## config.mk

```make
export PLATFORM = sky130hd
export DESIGN_NAME = memory_io_ctrl_flat
export DESIGN_NICKNAME = d
export VERILOG_FILES = /design/src/rtl/memory_io_ctrl_pkg.sv /design/src/rtl/memory_io_ctrl_if.sv /design/src/rtl/memory_io_ctrl_mmio_regs.sv /design/src/rtl/memory_io_ctrl.sv /design/src/flat_wrapper.sv
export SDC_FILE = /design/constraint.sdc
export NUM_CORES = 1
export LEC_CHECK = 0
export ABC_CLOCK_PERIOD_IN_PS = 4800
export CAP_MARGIN = 20
export CORE_UTILIZATION = 36
export DETAILED_ROUTE_END_ITERATION = 10
export PLACE_DENSITY = 0.59
export SETUP_SLACK_MARGIN = 0.3
export SLEW_MARGIN = 5
export SYNTH_ARGS = -nofsm -noshare
export SYNTH_HDL_FRONTEND = slang
export SYNTH_SLANG_ARGS = --single-unit
```

## constraint.sdc

```tcl
create_clock -name Clk -period 4.8 [get_ports Clk]
set_input_delay 1.44 -clock Clk [delete_from_list [all_inputs] [get_ports Clk]]
set_output_delay 1.44 -clock Clk [all_outputs]
set_load 0.05 [all_outputs]
```

## src/rtl/memory_io_ctrl_pkg.sv

```systemverilog
// ---------------------------------------------------------------------------
// lc3_mem_pkg
// Shared definitions for the LC-3 memory / memory-mapped I/O controller:
// access FSM state encoding, device register addresses and the default
// number of RAM wait states. No ports (package).
// ---------------------------------------------------------------------------
package lc3_mem_pkg;

    localparam int unsigned WAIT_STATES_DEFAULT = 32'd2;

    typedef enum logic [1:0] {
        ST_IDLE  = 2'd0,
        ST_WAIT  = 2'd1,
        ST_WRITE = 2'd2,
        ST_DONE  = 2'd3
    } state_e;

    localparam logic [15:0] ADDR_IO_BASE = 16'hFE00;
    localparam logic [15:0] ADDR_KBSR    = 16'hFE00;
    localparam logic [15:0] ADDR_KBDR    = 16'hFE02;
    localparam logic [15:0] ADDR_DSR     = 16'hFE04;
    localparam logic [15:0] ADDR_DDR     = 16'hFE06;
    localparam logic [15:0] ADDR_MCR     = 16'hFFFE;

    // Everything from xFE00 upward is device space (mapped or not).
    function automatic logic is_io_addr(input logic [15:0] addr);
        return (addr >= ADDR_IO_BASE);
    endfunction

endpackage

```

## src/rtl/memory_io_ctrl_if.sv

```systemverilog
// ---------------------------------------------------------------------------
// memory_io_ctrl_if
// Bundles the processor-side access handshake, the RAM data path and the
// keyboard/display device signals of memory_io_ctrl.
//   master : processor / memory / devices side (drives requests and inputs)
//   slave  : the controller (drives Memory_WE, Mem_Ready, Read_Data, display,
//            Kbd_Int and Run)
// ---------------------------------------------------------------------------
interface memory_io_ctrl_if;
    logic        Mem_Req;
    logic        Mem_RW;
    logic [15:0] MAR;
    logic [15:0] MDR;
    logic [15:0] Memory_Out;
    logic [7:0]  Kbd_Data;
    logic        Kbd_Valid;
    logic        Disp_Ack;
    logic        Memory_WE;
    logic        Mem_Ready;
    logic [15:0] Read_Data;
    logic [7:0]  Disp_Data;
    logic        Disp_Valid;
    logic        Kbd_Int;
    logic        Run;

    modport master (
        output Mem_Req, Mem_RW, MAR, MDR, Memory_Out, Kbd_Data, Kbd_Valid, Disp_Ack,
        input  Memory_WE, Mem_Ready, Read_Data, Disp_Data, Disp_Valid, Kbd_Int, Run
    );

    modport slave (
        input  Mem_Req, Mem_RW, MAR, MDR, Memory_Out, Kbd_Data, Kbd_Valid, Disp_Ack,
        output Memory_WE, Mem_Ready, Read_Data, Disp_Data, Disp_Valid, Kbd_Int, Run
    );
endinterface

```

## src/rtl/memory_io_ctrl_mmio_regs.sv

```systemverilog
// ---------------------------------------------------------------------------
// mmio_regs
// Device registers KBSR/KBDR/DSR/DDR/MCR with the keyboard and display
// handshakes.
//   clk, rst      : clock, asynchronous active-high reset
//   io_done       : DONE cycle of an I/O access (side effects happen here)
//   io_we         : that access is a write
//   io_addr       : address of that access
//   io_wdata      : {MDR[15], MDR[14], MDR[7:0]} of that access
//   rd_addr       : address for the combinational read mux
//   rd_data       : register value at rd_addr (x0000 when unmapped)
//   kbd_data/kbd_valid : keyboard character strobe
//   disp_ack      : display consumed disp_data
//   disp_data/disp_valid, kbd_int, run : registered device outputs
// ---------------------------------------------------------------------------
module mmio_regs
    import lc3_mem_pkg::*;
(
    input  logic        clk,
    input  logic        rst,
    input  logic        io_done,
    input  logic        io_we,
    input  logic [15:0] io_addr,
    input  logic [9:0]  io_wdata,
    input  logic [15:0] rd_addr,
    output logic [15:0] rd_data,
    input  logic [7:0]  kbd_data,
    input  logic        kbd_valid,
    input  logic        disp_ack,
    output logic [7:0]  disp_data,
    output logic        disp_valid,
    output logic        kbd_int,
    output logic        run
);

    logic       kb_rdy_q, kb_rdy_d;
    logic       kb_ie_q, kb_ie_d;
    logic [7:0] kb_char_q, kb_char_d;
    logic       ds_rdy_q, ds_rdy_d;
    logic       ds_ie_q, ds_ie_d;
    logic [7:0] disp_data_q, disp_data_d;
    logic       disp_valid_q, disp_valid_d;
    logic       run_q, run_d;
    logic       kbd_int_q, kbd_int_d;
    logic       kbdr_read_s;
    logic       io_wr_s;

    assign kbdr_read_s = io_done && !io_we && (io_addr == ADDR_KBDR);
    assign io_wr_s     = io_done && io_we;

    // Next-state for all device registers and handshakes.
    always_comb begin
        kb_ie_d      = kb_ie_q;
        ds_rdy_d     = ds_rdy_q;
        ds_ie_d      = ds_ie_q;
        disp_data_d  = disp_data_q;
        disp_valid_d = disp_valid_q;
        run_d        = run_q;

        if (kbdr_read_s) begin
            kb_rdy_d = 1'b0;
        end else begin
            kb_rdy_d = kb_rdy_q;
        end

        // A completing KBDR read frees the buffer in the same cycle, so a
        // simultaneous character is taken rather than dropped.
        if (kbd_valid && (!kb_rdy_q || kbdr_read_s)) begin
            kb_char_d = kbd_data;
            kb_rdy_d  = 1'b1;
        end else begin
            kb_char_d = kb_char_q;
        end

        if (disp_ack) begin
            disp_valid_d = 1'b0;
            ds_rdy_d     = 1'b1;
        end else begin
            disp_valid_d = disp_valid_q;
        end

        // Applied after the ack so a same-cycle DDR write wins.
        if (io_wr_s) begin
            case (io_addr)
                ADDR_KBSR: kb_ie_d = io_wdata[8];
                ADDR_DSR:  ds_ie_d = io_wdata[8];
                ADDR_DDR: begin
                    disp_data_d  = io_wdata[7:0];
                    disp_valid_d = 1'b1;
                    ds_rdy_d     = 1'b0;
                end
                ADDR_MCR:  run_d = io_wdata[9];
                default:   run_d = run_q;
            endcase
        end else begin
            run_d = run_q;
        end

        kbd_int_d = kb_rdy_d & kb_ie_d;
    end

    // Read mux for the register addressed by the pending request.
    always_comb begin
        rd_data = 16'h0000;
        case (rd_addr)
            ADDR_KBSR: rd_data = {kb_rdy_q, kb_ie_q, 14'd0};
            ADDR_KBDR: rd_data = {8'h00, kb_char_q};
            ADDR_DSR:  rd_data = {ds_rdy_q, ds_ie_q, 14'd0};
            ADDR_DDR:  rd_data = {8'h00, disp_data_q};
            ADDR_MCR:  rd_data = {run_q, 15'd0};
            default:   rd_data = 16'h0000;
        endcase
    end

    // Device register state.
    always_ff @(posedge clk or posedge rst) begin
        if (rst) begin
            kb_rdy_q     <= 1'b0;
            kb_ie_q      <= 1'b0;
            kb_char_q    <= 8'h00;
            ds_rdy_q     <= 1'b1;
            ds_ie_q      <= 1'b0;
            disp_data_q  <= 8'h00;
            disp_valid_q <= 1'b0;
            run_q        <= 1'b1;
            kbd_int_q    <= 1'b0;
        end else begin
            kb_rdy_q     <= kb_rdy_d;
            kb_ie_q      <= kb_ie_d;
            kb_char_q    <= kb_char_d;
            ds_rdy_q     <= ds_rdy_d;
            ds_ie_q      <= ds_ie_d;
            disp_data_q  <= disp_data_d;
            disp_valid_q <= disp_valid_d;
            run_q        <= run_d;
            kbd_int_q    <= kbd_int_d;
        end
    end

    assign disp_data  = disp_data_q;
    assign disp_valid = disp_valid_q;
    assign kbd_int    = kbd_int_q;
    assign run        = run_q;

endmodule

```

## src/rtl/memory_io_ctrl.sv

```systemverilog
// ---------------------------------------------------------------------------
// memory_io_ctrl
// LC-3 memory controller: sequences RAM accesses through WAIT_STATES wait
// cycles, produces the one-cycle write enable and ready pulses, and routes
// xFE00-xFFFF to the device registers in mmio_regs.
//   Clk   : clock
//   Reset : asynchronous active-high reset
//   bus   : memory_io_ctrl_if.slave (request, RAM data path, devices)
// ---------------------------------------------------------------------------
module memory_io_ctrl
    import lc3_mem_pkg::*;
#(
    parameter int unsigned WAIT_STATES = WAIT_STATES_DEFAULT
) (
    input  logic            Clk,
    input  logic            Reset,
    memory_io_ctrl_if.slave bus
);

    localparam logic [3:0] CNT_LOAD = 4'(WAIT_STATES - 32'd1);

    state_e      state_q, state_d;
    logic [3:0]  cnt_q, cnt_d;
    logic [15:0] addr_q, addr_d;
    logic [9:0]  wdata_q, wdata_d;
    logic        rw_q, rw_d;
    logic [15:0] rdata_q, rdata_d;
    logic        we_q, we_d;
    logic        rdy_q, rdy_d;
    logic        io_done_s;
    logic [15:0] io_rdata_s;

    assign io_done_s = (state_q == ST_DONE) && is_io_addr(addr_q);

    mmio_regs u_mmio_regs (
        .clk        (Clk),
        .rst        (Reset),
        .io_done    (io_done_s),
        .io_we      (rw_q),
        .io_addr    (addr_q),
        .io_wdata   (wdata_q),
        .rd_addr    (bus.MAR),
        .rd_data    (io_rdata_s),
        .kbd_data   (bus.Kbd_Data),
        .kbd_valid  (bus.Kbd_Valid),
        .disp_ack   (bus.Disp_Ack),
        .disp_data  (bus.Disp_Data),
        .disp_valid (bus.Disp_Valid),
        .kbd_int    (bus.Kbd_Int),
        .run        (bus.Run)
    );

    // Access FSM next state, wait counter and request capture.
    always_comb begin
        state_d = state_q;
        cnt_d   = cnt_q;
        addr_d  = addr_q;
        wdata_d = wdata_q;
        rw_d    = rw_q;
        rdata_d = rdata_q;
        case (state_q)
            ST_IDLE: begin
                if (bus.Mem_Req) begin
                    // Request is latched so a dropped Mem_Req cannot abort it.
                    addr_d  = bus.MAR;
                    rw_d    = bus.Mem_RW;
                    wdata_d = {bus.MDR[15:14], bus.MDR[7:0]};
                    if (is_io_addr(bus.MAR)) begin
                        state_d = ST_DONE;
                        rdata_d = io_rdata_s;
                    end else begin
                        state_d = ST_WAIT;
                        cnt_d   = CNT_LOAD;
                    end
                end else begin
                    state_d = ST_IDLE;
                end
            end
            ST_WAIT: begin
                if (cnt_q == 4'd0) begin
                    if (rw_q) begin
                        state_d = ST_WRITE;
                    end else begin
                        state_d = ST_DONE;
                        rdata_d = bus.Memory_Out;
                    end
                end else begin
                    cnt_d = cnt_q - 4'd1;
                end
            end
            ST_WRITE: begin
                state_d = ST_DONE;
                rdata_d = bus.Memory_Out;
            end
            ST_DONE: state_d = ST_IDLE;
            default: state_d = ST_IDLE;
        endcase
        // Strobes are registered from the state being entered.
        we_d  = (state_d == ST_WRITE);
        rdy_d = (state_d == ST_DONE);
    end

    // Access FSM state, counter and registered outputs.
    always_ff @(posedge Clk or posedge Reset) begin
        if (Reset) begin
            state_q <= ST_IDLE;
            cnt_q   <= 4'd0;
            addr_q  <= 16'h0000;
            wdata_q <= 10'd0;
            rw_q    <= 1'b0;
            rdata_q <= 16'h0000;
            we_q    <= 1'b0;
            rdy_q   <= 1'b0;
        end else begin
            state_q <= state_d;
            cnt_q   <= cnt_d;
            addr_q  <= addr_d;
            wdata_q <= wdata_d;
            rw_q    <= rw_d;
            rdata_q <= rdata_d;
            we_q    <= we_d;
            rdy_q   <= rdy_d;
        end
    end

    assign bus.Memory_WE = we_q;
    assign bus.Mem_Ready = rdy_q;
    assign bus.Read_Data = rdata_q;

endmodule

```

## src/flat_wrapper.sv

```systemverilog
// flat-port wrapper written by rule: the top's interface ports become plain ports
module memory_io_ctrl_flat import lc3_mem_pkg::*;
#(
    parameter int unsigned WAIT_STATES = WAIT_STATES_DEFAULT
)
  (Clk, Reset, bus_Mem_Req, bus_Mem_RW, bus_MAR, bus_MDR, bus_Memory_Out, bus_Kbd_Data, bus_Kbd_Valid, bus_Disp_Ack, bus_Memory_WE, bus_Mem_Ready, bus_Read_Data, bus_Disp_Data, bus_Disp_Valid, bus_Kbd_Int, bus_Run);
  memory_io_ctrl_if bus_i ();
  input  logic Clk;
  input  logic Reset;
  input wire logic [$bits(bus_i.Mem_Req)-1:0] bus_Mem_Req;
  input wire logic [$bits(bus_i.Mem_RW)-1:0] bus_Mem_RW;
  input wire logic [$bits(bus_i.MAR)-1:0] bus_MAR;
  input wire logic [$bits(bus_i.MDR)-1:0] bus_MDR;
  input wire logic [$bits(bus_i.Memory_Out)-1:0] bus_Memory_Out;
  input wire logic [$bits(bus_i.Kbd_Data)-1:0] bus_Kbd_Data;
  input wire logic [$bits(bus_i.Kbd_Valid)-1:0] bus_Kbd_Valid;
  input wire logic [$bits(bus_i.Disp_Ack)-1:0] bus_Disp_Ack;
  output wire logic [$bits(bus_i.Memory_WE)-1:0] bus_Memory_WE;
  output wire logic [$bits(bus_i.Mem_Ready)-1:0] bus_Mem_Ready;
  output wire logic [$bits(bus_i.Read_Data)-1:0] bus_Read_Data;
  output wire logic [$bits(bus_i.Disp_Data)-1:0] bus_Disp_Data;
  output wire logic [$bits(bus_i.Disp_Valid)-1:0] bus_Disp_Valid;
  output wire logic [$bits(bus_i.Kbd_Int)-1:0] bus_Kbd_Int;
  output wire logic [$bits(bus_i.Run)-1:0] bus_Run;
  assign bus_i.Mem_Req = bus_Mem_Req;
  assign bus_i.Mem_RW = bus_Mem_RW;
  assign bus_i.MAR = bus_MAR;
  assign bus_i.MDR = bus_MDR;
  assign bus_i.Memory_Out = bus_Memory_Out;
  assign bus_i.Kbd_Data = bus_Kbd_Data;
  assign bus_i.Kbd_Valid = bus_Kbd_Valid;
  assign bus_i.Disp_Ack = bus_Disp_Ack;
  assign bus_Memory_WE = bus_i.Memory_WE;
  assign bus_Mem_Ready = bus_i.Mem_Ready;
  assign bus_Read_Data = bus_i.Read_Data;
  assign bus_Disp_Data = bus_i.Disp_Data;
  assign bus_Disp_Valid = bus_i.Disp_Valid;
  assign bus_Kbd_Int = bus_i.Kbd_Int;
  assign bus_Run = bus_i.Run;
  memory_io_ctrl #(.WAIT_STATES(WAIT_STATES)) u_core (.Clk(Clk), .Reset(Reset), .bus(bus_i));
endmodule
```

After elaboration in Yosys (flattened, before gate mapping)
Index checks and enable logic that the tools add are counted.
{"block": "classes", "add_sub_neg": 1, "n_mul": 0, "n_div": 0, "magnitude_cmp": 2, "n_eq_ne": 21, "n_shift": 0, "n_mux": 25, "bitwise": 1, "reduce_logical": 18}
{"operator": "$eq A16 B16 Y1 const B", "count": 10}
{"operator": "$pmux W16 S5", "count": 1}
{"operator": "$mux W16", "count": 4}
{"operator": "$pmux W16 S3", "count": 1}
{"operator": "$ge A16 B16 Y1 const B", "count": 2}
{"operator": "$mux W4", "count": 3}
{"operator": "$mux W1", "count": 11}
{"operator": "$eq A2 B2 Y1 const B", "count": 4}
{"operator": "$ne A2 B2 Y1 const B", "count": 4}
{"operator": "$pmux W2 S4", "count": 1}
{"operator": "$pmux W4 S2", "count": 1}
{"operator": "$reduce_and A2 Y1", "count": 4}
{"operator": "$mux W2", "count": 3}
{"operator": "$logic_and A1 B1 Y1", "count": 5}
{"operator": "$reduce_and A5 Y1", "count": 1}
{"operator": "$logic_not A4 Y1", "count": 1}
{"operator": "$ne A2 B1 Y1 const B", "count": 2}
{"operator": "$reduce_and A4 Y1", "count": 1}
{"operator": "$sub A4 B1 Y4 const B", "count": 1}
{"operator": "$reduce_bool A3 Y1", "count": 1}
{"operator": "$eq A2 B1 Y1 const B", "count": 1}
{"operator": "$logic_not A1 Y1", "count": 2}
{"operator": "$logic_not A2 Y1", "count": 1}
{"operator": "$reduce_bool A2 Y1", "count": 1}
{"operator": "other kinds (2)", "count": 2}
{"block": "totals", "ff_bits": 74, "latch_bits": 0, "mem_bits_rw": 0, "rom_bits": 0, "output_inout_bits": 29, "wordCells": 85, "mem_count": 0}

Depth between registers and ports, before layout
Gate-level depths: netlist (run 1).
{"block": "logic_depth", "ltp_word": 8, "ltp_mapped": 8, "mapped_depth_nobuf": 6}

Modules after synthesis
From an unflattened synthesis (run 1), not the netlist that was laid out.
{"block": "hier_totals", "hier_cells": 302, "hier_area_um2": 3731.1}
{"module": "memory_io_ctrl", "n_inst": 1, "cells_each": 170, "area_each_um2": 2391.0}
{"module": "mmio_regs", "n_inst": 1, "cells_each": 132, "area_each_um2": 1340.0}

Worst setup path after synthesis (run 1)
Ideal clock, no wire load.
{"block": "synth_timing", "kind": "input to register", "from": "in bus_MAR[6]", "to": "reg u_core.rdata_q[1], in the netlist u_core.bus.Read_Data[1]", "setup_time_ns": 0.082, "arrival_ns": 2.979, "required_time_ns": 4.718, "slack_ns": 1.739, "cell_stages": 5, "cell_sequence": "or4_1 > or4_1 > buf_2 > or3_1 > a31oi_1"}
{"block": "synth_via", "elab_chain_cells": 5, "word_cells_on_any_way": 12, "cone_classes": "order compare (1); eq/ne (6); mux (4); reduce/logical (1)"}
{"element": "start: declaration", "line_no": "flat_wrapper.sv:12", "rtl": "input wire logic [$bits(bus_i.MAR)-1:0] bus_MAR;"}
{"element": "parallel branches: the longest is 5 deep, another holds $ge A16 B16 Y1"}
{"element": "end signal: assignment", "line_no": "memory_io_ctrl.sv:120", "rtl": "rdata_q <= rdata_d;"}
{"element": "end: declaration", "line_no": "memory_io_ctrl.sv:27", "rtl": "logic [15:0] rdata_q, rdata_d;"}
Parallel ways; which one is timed is not known. The select of a mux whose other input is x is not followed.
A chain may end at the register's enable or synchronous reset.

Worst setup path after layout (run 1)
{"block": "layout_timing", "from": "in bus_MAR[6]", "to": "reg u_core.rdata_q[3], in the netlist u_core.bus.Read_Data[3]"}
The elaborated chain is that of the path after synthesis.

==> results of run 1 <==
-- flip-flops by register name (all words and copies together) (netlist names) --
name,count
u_core.bus.Read_Data,16
u_core.state_q,2
u_core.u_mmio_regs.kb_rdy_q,1
u_core.u_mmio_regs.ds_ie_q,1
u_core.bus.Memory_WE,1
u_core.cnt_q,4
u_core.u_mmio_regs.kb_char_q,8
u_core.u_mmio_regs.ds_rdy_q,1
u_core.rw_q,1
u_core.u_mmio_regs.run,1
u_core.u_mmio_regs.disp_data,8
u_core.u_mmio_regs.disp_valid,1
u_core.u_mmio_regs.kbd_int,1
u_core.addr_q,16
u_core.u_mmio_regs.kb_ie_q,1
u_core.bus.Mem_Ready,1
u_core.wdata_q,10
-- area by class of cell --
| type | count | area, sq um | share of cell area |
|---|---|---|---|
| flip-flops and latches | 74 | 1850 | 0.376 |
| clock buffers | 11 | 151 | 0.0307 |
| repair buffers | 88 | 871 | 0.176 |
| inverters | 16 | 60.1 | 0.0122 |
| well taps | 133 | 166 | 0.0337 |
| multi-input cells | 244 | 1730 | 0.351 |
| clock inverters | 5 | 100 | 0.0203 |
-- worst max-delay path, delay by kind of cell --
family | cells | cell delay [ns]
compound gates | 1 | 0.17
simple gates | 3 | 1.56
buf+inv | 1 | 0.44
-- metal layers --
layer	part of all wire	vias to the layer above
li1	-	1472
met1	0.47	1457
met2	0.46	84
met3	0.047	10
met4	0.016	0
met5	0	-
-- report_power, final --
part | switching, mW | internal (mW)
Combinational | 0.714 | 0.473
Clock | 0.238 | 0.372
Sequential | 0.134 | 0.839
Total | 1.09 | 1.68
-- synth_stat cells (all sizes together) (2+ instances only) --
master	n	area, sq um
dfrtp	72	1800
mux2	38	428
nand2	33	124
o21ai	23	115
a31oi	16	100
inv	16	60.1
nand4	16	100
nor2	16	60.1
a21oi	12	63.8
clkbuf	12	45.0
mux2i	11	110
or3	10	62.6
o211ai	8	60.1
ha	7	87.6
buf	6	27.5
nand3b	6	45.0
and2	5	31.3
nor4	4	25.0
or4	4	30.0
a221oi	3	26.3
a222oi	3	30.0
a21boi	2	15.0
a21o	2	15.0
dfstp	2	52.6
nand2b	2	12.5
nor3	2	15.0
nor3b	2	15.0
or2	2	12.5
-- worst paths after layout --
check                                         startpoint  depth (start not counted)  slack (ns)                             to
max                                           bus_MAR[6]                          5        1.47        u_core.bus.Read_Data[3]
min                        u_core.u_mmio_regs.disp_valid                          1        0.50  u_core.u_mmio_regs.disp_valid
max reg2reg                            u_core.state_q[1]                          5        2.31        u_core.bus.Read_Data[3]
min reg2reg                u_core.u_mmio_regs.disp_valid                          1        0.50  u_core.u_mmio_regs.disp_valid
max in group asynchronous                          Reset                          3        2.46               u_core.addr_q[8]
min in group asynchronous                          Reset                          3        1.67       u_core.bus.Read_Data[13]
-- cell families (layout without fill, tap and decap cells) --
family                     count (synthesis)  after routing  synth area share
DFF                                       74             74             0.499
buffers and inverters                     34            120            0.0357
adders and majority gates                  7              7            0.0236
muxes                                     49             49             0.145
AOI/OAI and AO/OA                         79             79             0.138
and+or+nand+nor                          109            109             0.158
-- through the flow --
step / power, mW / cell area, sq um / utilization / worst slack (ns)
2_1_floorplan: 1.81 / 3710 / - / 1.48
3_3_place_gp: 2.14 / 4680 / 0.474 / 1.15
3_5_place_dp: 2.18 / 4680 / 0.474 / 1.10
4_1_cts: 2.79 / 4930 / 0.499 / 1.48
5_1_grt: 2.96 / 4930 / 0.500 / 1.36
6_report: 2.77 / 4930 / 0.500 / 1.47
==> reports/results.tsv, run 1 <==
metric	value	unit
Setup violations, final	0	
critical-path cell list	clkdlybuf4s50_1 > or4_1 > or4_1 > or3_1 > a31oi_1	
M1 GR Usage	0.253	
PwrDens	562	nW/um^2
HPWL Detailed	6580	um
worst-path fanout max	8	
# diodes	0	
gr busiest metal	met2	
Crit path arrival time	3.61	ns
top_reg_cell synth	dfrtp_1	
layout cells sized above 1	0.155	
CTS tree	built	
worst setup path class	primary input to flop	
max-cap viol count	0	
Synth cell types	49	
max_slew headroom	0.354	
Netlist Area Pre-Place	3710	sq um
io pins	91	
number of antenna violations at the first check in global routing	0	
Synth Warn #	0	
dpl cells	554	
Hold Buf Count CTS	0	
vias in the first global route	3051	
row cnt	36	
met2 Resource Use GR	0.295	
Horiz. Die Dim	104	um
Seq/Total Area, Yosys	0.499	
FF+latch count, synth	74	
drt drc	0	
Cells after Synth	352	
RSZ-0062 raised after global routing	no	
Routed WL	9380	um
Clock Latency Late Sink	0.35	ns
clock slew at reported path FFs	0.08	ns
critical path's slowest cell	or4_1	
Starting Density	0.376	
largest net degree at the start of global routing	75	
post-CTS sizing	0	
Total GRT Usage	0.186	
total grt overflow	0	
post-synth net total	421	
Max VDD drop	0.222	mV
CTS H-tree depth	3	
Pre-antenna DRT Iters	7	
slew at the pin closest to its max-slew limit	0.969	ns
cts bufs inserted	9	
CP peak stage delay	0.57	ns
Root Buffer	clkbuf_8	
layout overhead on the synthesized area	32.9	%
Die Height	104	um
commonest non-fill, non-tap cell in the layout	clkdlybuf4s50_1	
Post-CTS Setup Bufs	0	
Hold Crit Class	flop to flop	
cell with the most instances on the worst path	or4_1	
clk buf depth	2	
GRT met3 Usage	0.0346	
number of synthesized flops with an enable pin	0	
status	completed	
setup TNS	0	ns
core area	9860	sq um
die area	10700	sq um
number of fill cells	890	
Layout Skew	0.00631	ns
final cycle utilization of the critical path	0.695	
Critical Path RT	5.08	ns
FFs w/ async S/R, synth	1.00	
Final Hold Viols	0	
initial DRC count	67	
antenna-violating nets left	0	
WL per Instance	16.4	um
Period minus WS final	3.33	ns
via/cell ratio	5.29	
CP Capture Type	flop	
detailed-route via count	3023	
Synth Area per Inst	10.5	sq um
Port Buf Inserts	84	
final std cells w/o fill	571	
hold_ws	0.497	ns
clock sink total	74	
Startpoint Class	primary input	
commonest cells after routing, fill and taps aside	clkdlybuf4s50_1, dfrtp_1, mux2_2, nand2_1, o21ai_0	
Leak	2.08	nW
fmax	300	MHz
fin. max-slew vios	0	
GPL Wtd Cong	0.768	
first-pass GRT wire length	15700	um
NumNets Final	502	
(Power assumes the default switching activity.)
==> run 2: changes to the inputs <==
ABC_CLOCK_PERIOD_IN_PS = 2900   (was 4800)
PLACE_DENSITY = 0.62   (was 0.59)
clock period = 2.9 ns   (was 4.8 ns; I/O delays follow)
==> run 2 against run 1 <==
Effect of this change:
- sequential share of layout area is 0.79 points lower
- clock skew grew 0.0022 ns
- cell count is 2.6% higher
- clock-buffer cell count fell by 1
- register-to-register slack worse by 1.6 ns
- sequential power grew 65%
- total power is 60% higher
- non-clock buffer count increased by 16
- via count grew 1.3%
- worst hold slack better by 0.0030 ns
- die area unchanged
==> reports/results.tsv, run 2 (synthesis results as in run 1) <==
metric	value	unit
io pins	91	
PwrDens	882	nW/um^2
slew at the pin closest to its max-slew limit	0.698	ns
Die Height	104	um
cts bufs inserted	9	
core area	9860	sq um
fin. max-slew vios	0	
Hold Crit Class	flop to flop	
combinational fraction of design power	0.460	
Clock Power Share	0.177	
Clock Latency Late Sink	0.34	ns
Post-CTS Setup Bufs	0	
Period minus WS final	2.55	ns
switching component of the power	1.78	mW
largest net degree at the start of global routing	30	
P_int	2.66	mW
max-cap viol count	0	
initial DRC count	145	
clock slew at reported path FFs	0.08	ns
HPWL Detailed	6820	um
critical path buffer and inverter count	1	
min-delay src	u_core.u_mmio_regs.disp_valid	
Port Buf Inserts	84	
commonest cells after routing, fill and taps aside	clkdlybuf4s50_1, dfrtp_1, mux2_2, nand2_1, o21ai_0	
worst-path fanout max	3	
Hold Buf Count CTS	0	
worst setup path class	flop to primary output	
RSZ-0062 raised after global routing	no	
fmax	392	MHz
Horiz. Die Dim	104	um
CP Capture Type	primary output	
Root Buffer	clkbuf_8	
WL per Instance	15.8	um
layout cells sized above 1	0.188	
clk buf depth	2	
clock sink total	74	
# diodes	0	
drt drc	0	
Routed WL	9250	um
Setup violations, final	0	
crit path launch	u_core.u_mmio_regs.run	
final cycle utilization of the critical path	0.880	
antenna-violating nets left	0	
Max VDD drop	0.397	mV
status	completed	
via/cell ratio	5.23	
commonest non-fill, non-tap cell in the layout	clkdlybuf4s50_1	
power after layout	4.45	mW
CTS tree	built	
NumNets Final	518	
Startpoint Class	flop	
CP peak stage delay	0.80	ns
first-pass GRT wire length	15600	um
Layout Skew	0.00849	ns
Net Sw Frac	0.401	
final cell utilization of the core	0.511	
total grt overflow	0	
number of antenna violations at the first check in global routing	0	
GPL Wtd Cong	0.754	
Total GRT Usage	0.182	
layout overhead on the synthesized area	35.8	%
Critical Path RT	2.03	ns
die area	10700	sq um
detailed-route via count	3062	
Final Hold Viols	0	
vias in the first global route	3134	
r2r startpoint	u_core.cnt_q[0]	
critical-path cell list	clkdlybuf4s50_1	
Crit path arrival time	1.68	ns
row cnt	36	
max_slew headroom	0.535	
sequential power share	0.363	
Top delay family on crit path	buffers and inverters	
Pre-antenna DRT Iters	4	
Starting Density	0.376	
Leak	2.14	nW
CTS H-tree depth	3	
critical path's slowest cell	clkdlybuf4s50_1	
run 2: cell type report:
cell class | instances | area (sq um)
fill | 895 | 4820
sequential | 74 | 1850
multi-input combinational | 244 | 1740
timing repair buffer | 104 | 1020
tap | 133 | 166
clock buffer | 10 | 138
inverter | 16 | 63.8
clock inverter | 5 | 55.1
run 2: through the flow:
step | instance area [sq um] | hold slack (ns) | TNS [ns] | worst slack [ns] | cells
6_report | 5040 | 0.500 | 0 | 0.349 | 586
5_1_grt | 5040 | 0.522 | 0 | 0.309 | 586
4_1_cts | 5040 | 0.502 | 0 | 0.321 | 586
3_5_place_dp | 4840 | 0.471 | -1.21 | -0.179 | 571
3_3_place_gp | 4840 | 0.472 | -0.960 | -0.139 | 571
2_1_floorplan | 3720 | 0.470 | 0 | 0.409 | 352
run 2: power groups by stage:
stage                     Clock (mW)  Combinational [mW]  Sequential (mW)
after floorplan                    0                1.04             1.95
after global placement             0                2.02             1.62
after detailed placement           0                2.05             1.64
after CTS                      0.808                2.06             1.62
after global routing           0.855                2.24             1.67
final                          0.788                2.04             1.61
run 2: what timing repair did:
| item | CTS | global route |
|---|---|---|
| resized for setup | 5 | 0 |
| setup endpoints to repair | 8 | 7 |
| pin swaps | 8 | 1 |
| endpoints found under the hold margin | 0 | 0 |
run 2: per-layer routing:
layer	GRT usage	up-vias	part of all wire
li1	-	1499	-
met1	0.249	1473	0.47
met2	0.297	78	0.48
met3	0.0289	12	0.042
met4	0.0528	0	0.012
met5	0	-	0
run 2: path summary, 6_finish.rpt:
| kind | to | slack, ns | cells after the start |
|---|---|---|---|
| worst max-delay path | bus_Run | 0.35 | 1 |
| worst min-delay path | u_core.u_mmio_regs.disp_valid | 0.50 | 1 |
| worst max register to register | u_core.bus.Read_Data[15] | 0.71 | 7 |
| worst min register to register | u_core.u_mmio_regs.disp_valid | 0.50 | 1 |
| max in group asynchronous | u_core.u_mmio_regs.ds_rdy_q | 1.39 | 3 |
| min in group asynchronous | u_core.wdata_q[5] | 0.94 | 2 |
==> run 3: changes to the inputs <==
ABC_CLOCK_PERIOD_IN_PS = 2300   (was 2900)
clock period = 2.3 ns   (was 2.9 ns; I/O delays follow)
==> run 3 against run 2 <==
Effect of this change:
- register-to-register slack got worse by 0.49 ns
- critical path depth increased by 4
- die area unchanged
- clock skew is 0.0031 ns higher
- non-clock buffer count up 27
- routed wire length up 10%
- via count rose by 6.8%
- total power grew 39%
- core utilization increased by 3.9 points
- combinational power is 36% higher
- global-route usage rose by 0.96 points
- cell count increased by 4.8%
- critical path type is now primary input to flop
==> reports/results.tsv, run 3 (synthesis results as in run 1) <==
metric	value	unit
CP Capture Type	flop	
status	completed	
io pins	91	
crit path capture	u_core.bus.Read_Data[3]	
Die Height	104	um
commonest cells after routing, fill and taps aside	dfrtp_1, buf_4, clkdlybuf4s50_1, mux2_2	
number of antenna violations at the first check in global routing	0	
Horiz. Die Dim	104	um
clock sink total	74	
row cnt	36	
Critical Path RT	2.56	ns
final std cells w/o fill	614	
hold_ws	0.491	ns
CTS H-tree depth	3	
Routed WL	10200	um
combinational fraction of design power	0.449	
Clock Latency Late Sink	0.35	ns
Starting Density	0.376	
Crit path arrival time	2.36	ns
max-cap viol count	0	
WL per Instance	16.6	um
r2r startpoint	u_core.state_q[0]	
# diodes	0	
Hold Crit Class	flop to flop	
worst-path fanout max	8	
Leak	2.48	nW
number of fill cells	874	
Port Buf Inserts	84	
Clock Power Share	0.218	
largest net degree at the start of global routing	75	
worst r2r dst	u_core.bus.Read_Data[3]	
commonest non-fill, non-tap cell in the layout	dfrtp_1	
fin. max-slew vios	0	
GPL Wtd Cong	0.800	
drt drc	0	
CTS tree	built	
Final Hold Viols	0	
total grt overflow	0	
Total GRT Usage	0.192	
Startpoint Class	primary input	
reg2reg setup slack	0.22	ns
layout overhead on the synthesized area	46.1	%
Net Sw Frac	0.388	
reg2reg path depth	5	
detailed-route via count	3271	
first-pass GRT wire length	16400	um
worst setup path class	primary input to flop	
P_int	3.79	mW
layout cells sized above 1	0.283	
clk buf depth	2	
Pre-antenna DRT Iters	5	
HPWL Detailed	7020	um
via/cell ratio	5.33	
vias in the first global route	3215	
fmax	477	MHz
max_slew headroom	0.562	
switching component of the power	2.41	mW
core area	9860	sq um
Hold Buf Count CTS	0	
NumNets Final	545	
crit path launch	bus_MAR[7]	
Period minus WS final	2.10	ns
sequential power share	0.333	
RSZ-0062 raised after global routing	yes	
Layout Skew	0.0116	ns
antenna-violating nets left	0	
cts bufs inserted	9	
final cycle utilization of the critical path	0.911	
register area	1860	sq um
initial DRC count	154	
Setup violations, final	0	
clock slew at reported path FFs	0.08	ns
multi-input logic area	1880	sq um
PwrDens	1140	nW/um^2
Root Buffer	clkbuf_8	
die area	10700	sq um
dpl cells	590	
slew at the pin closest to its max-slew limit	0.657	ns
Max VDD drop	0.548	mV
run 3: cell count changes in the layout (fill, tap and decap cells not counted), moves of 3 or more:
cell             before  now
clkdlybuf4s50_1      81   41
dlygate4sd2_1         3   32
buf_4                17   43
buf_6                 0    5
bufinv_16             1    4
dlymetal6s2s_1        0    3
ha_1                  7    4
nor4_1                4    1
run 3: final cells by class:
| cell class | count | area share |
|---|---|---|
| Tap cell | 133 | 0.0307 |
| Multi-Input combinational cell | 244 | 0.346 |
| Timing Repair Buffer | 131 | 0.221 |
| Inverter | 16 | 0.0118 |
| Sequential cell | 74 | 0.342 |
| Clock inverter | 5 | 0.0231 |
| Clock buffer | 11 | 0.0261 |
run 3: power groups by stage:
| stage | registers (mW) | logic [mW] | clock network [mW] |
|---|---|---|---|
| 6_report | 2.06 | 2.78 | 1.35 |
| 5_1_grt | 2.12 | 3.02 | 1.44 |
| 2_1_floorplan | 2.46 | 1.34 | 0 |
| 3_3_place_gp | 2.04 | 2.69 | 0 |
| 4_1_cts | 2.04 | 2.67 | 1.37 |
| 3_5_place_dp | 2.07 | 2.73 | 0 |
run 3: worst max-delay path, cell delays in order:
cell and delay [ns]:
buf_6 0.09, or4_4 0.53, or4_4 0.48, or3_1 0.40, a31oi_1 0.17
run 3: per-stage QoR:
stage | util | setup TNS, ns | setup WS [ns] | instance area (sq um) | total power, mW
2_1_floorplan | - | 0 | 0.00791 | 3730 | 3.80
3_3_place_gp | 0.506 | -6.24 | -0.538 | 5000 | 4.73
3_5_place_dp | 0.506 | -6.21 | -0.561 | 5000 | 4.80
4_1_cts | 0.534 | 0 | 0.0875 | 5270 | 6.08
5_1_grt | 0.550 | 0 | 0.124 | 5430 | 6.58
6_report | 0.550 | 0 | 0.205 | 5430 | 6.20
run 3: what timing repair did:
item	CTS	global route
setup buffers	0	7
endpoints found under the setup margin	50	31
gates cloned	0	1
pin swaps	14	10
endpoints found under the hold margin	0	0
resized for setup	61	26
run 3: per-layer routing:
layer,part of all wire,track usage,vias to the layer above,wire (um)
met2,0.49,0.319,84,5040
met3,0.039,0.0365,9,398
met5,0,0,-,0
met4,0.0081,0.0518,0,83
met1,0.46,0.255,1629,4680
li1,-,-,1549,-
run 3: worst min-delay path by stage:
stage                                        from                            end  slack (ns)  cells past startpoint
CTS                 u_core.u_mmio_regs.disp_valid  u_core.u_mmio_regs.disp_valid        0.49                      1
finish              u_core.u_mmio_regs.disp_valid  u_core.u_mmio_regs.disp_valid        0.49                      1
global placement    u_core.u_mmio_regs.disp_valid  u_core.u_mmio_regs.disp_valid        0.47                      1
floorplan              u_core.u_mmio_regs.kb_ie_q     u_core.u_mmio_regs.kb_ie_q        0.47                      2
global route                    u_core.wdata_q[1]              u_core.wdata_q[1]        0.53                      1
detailed placement  u_core.u_mmio_regs.disp_valid  u_core.u_mmio_regs.disp_valid        0.48                      1
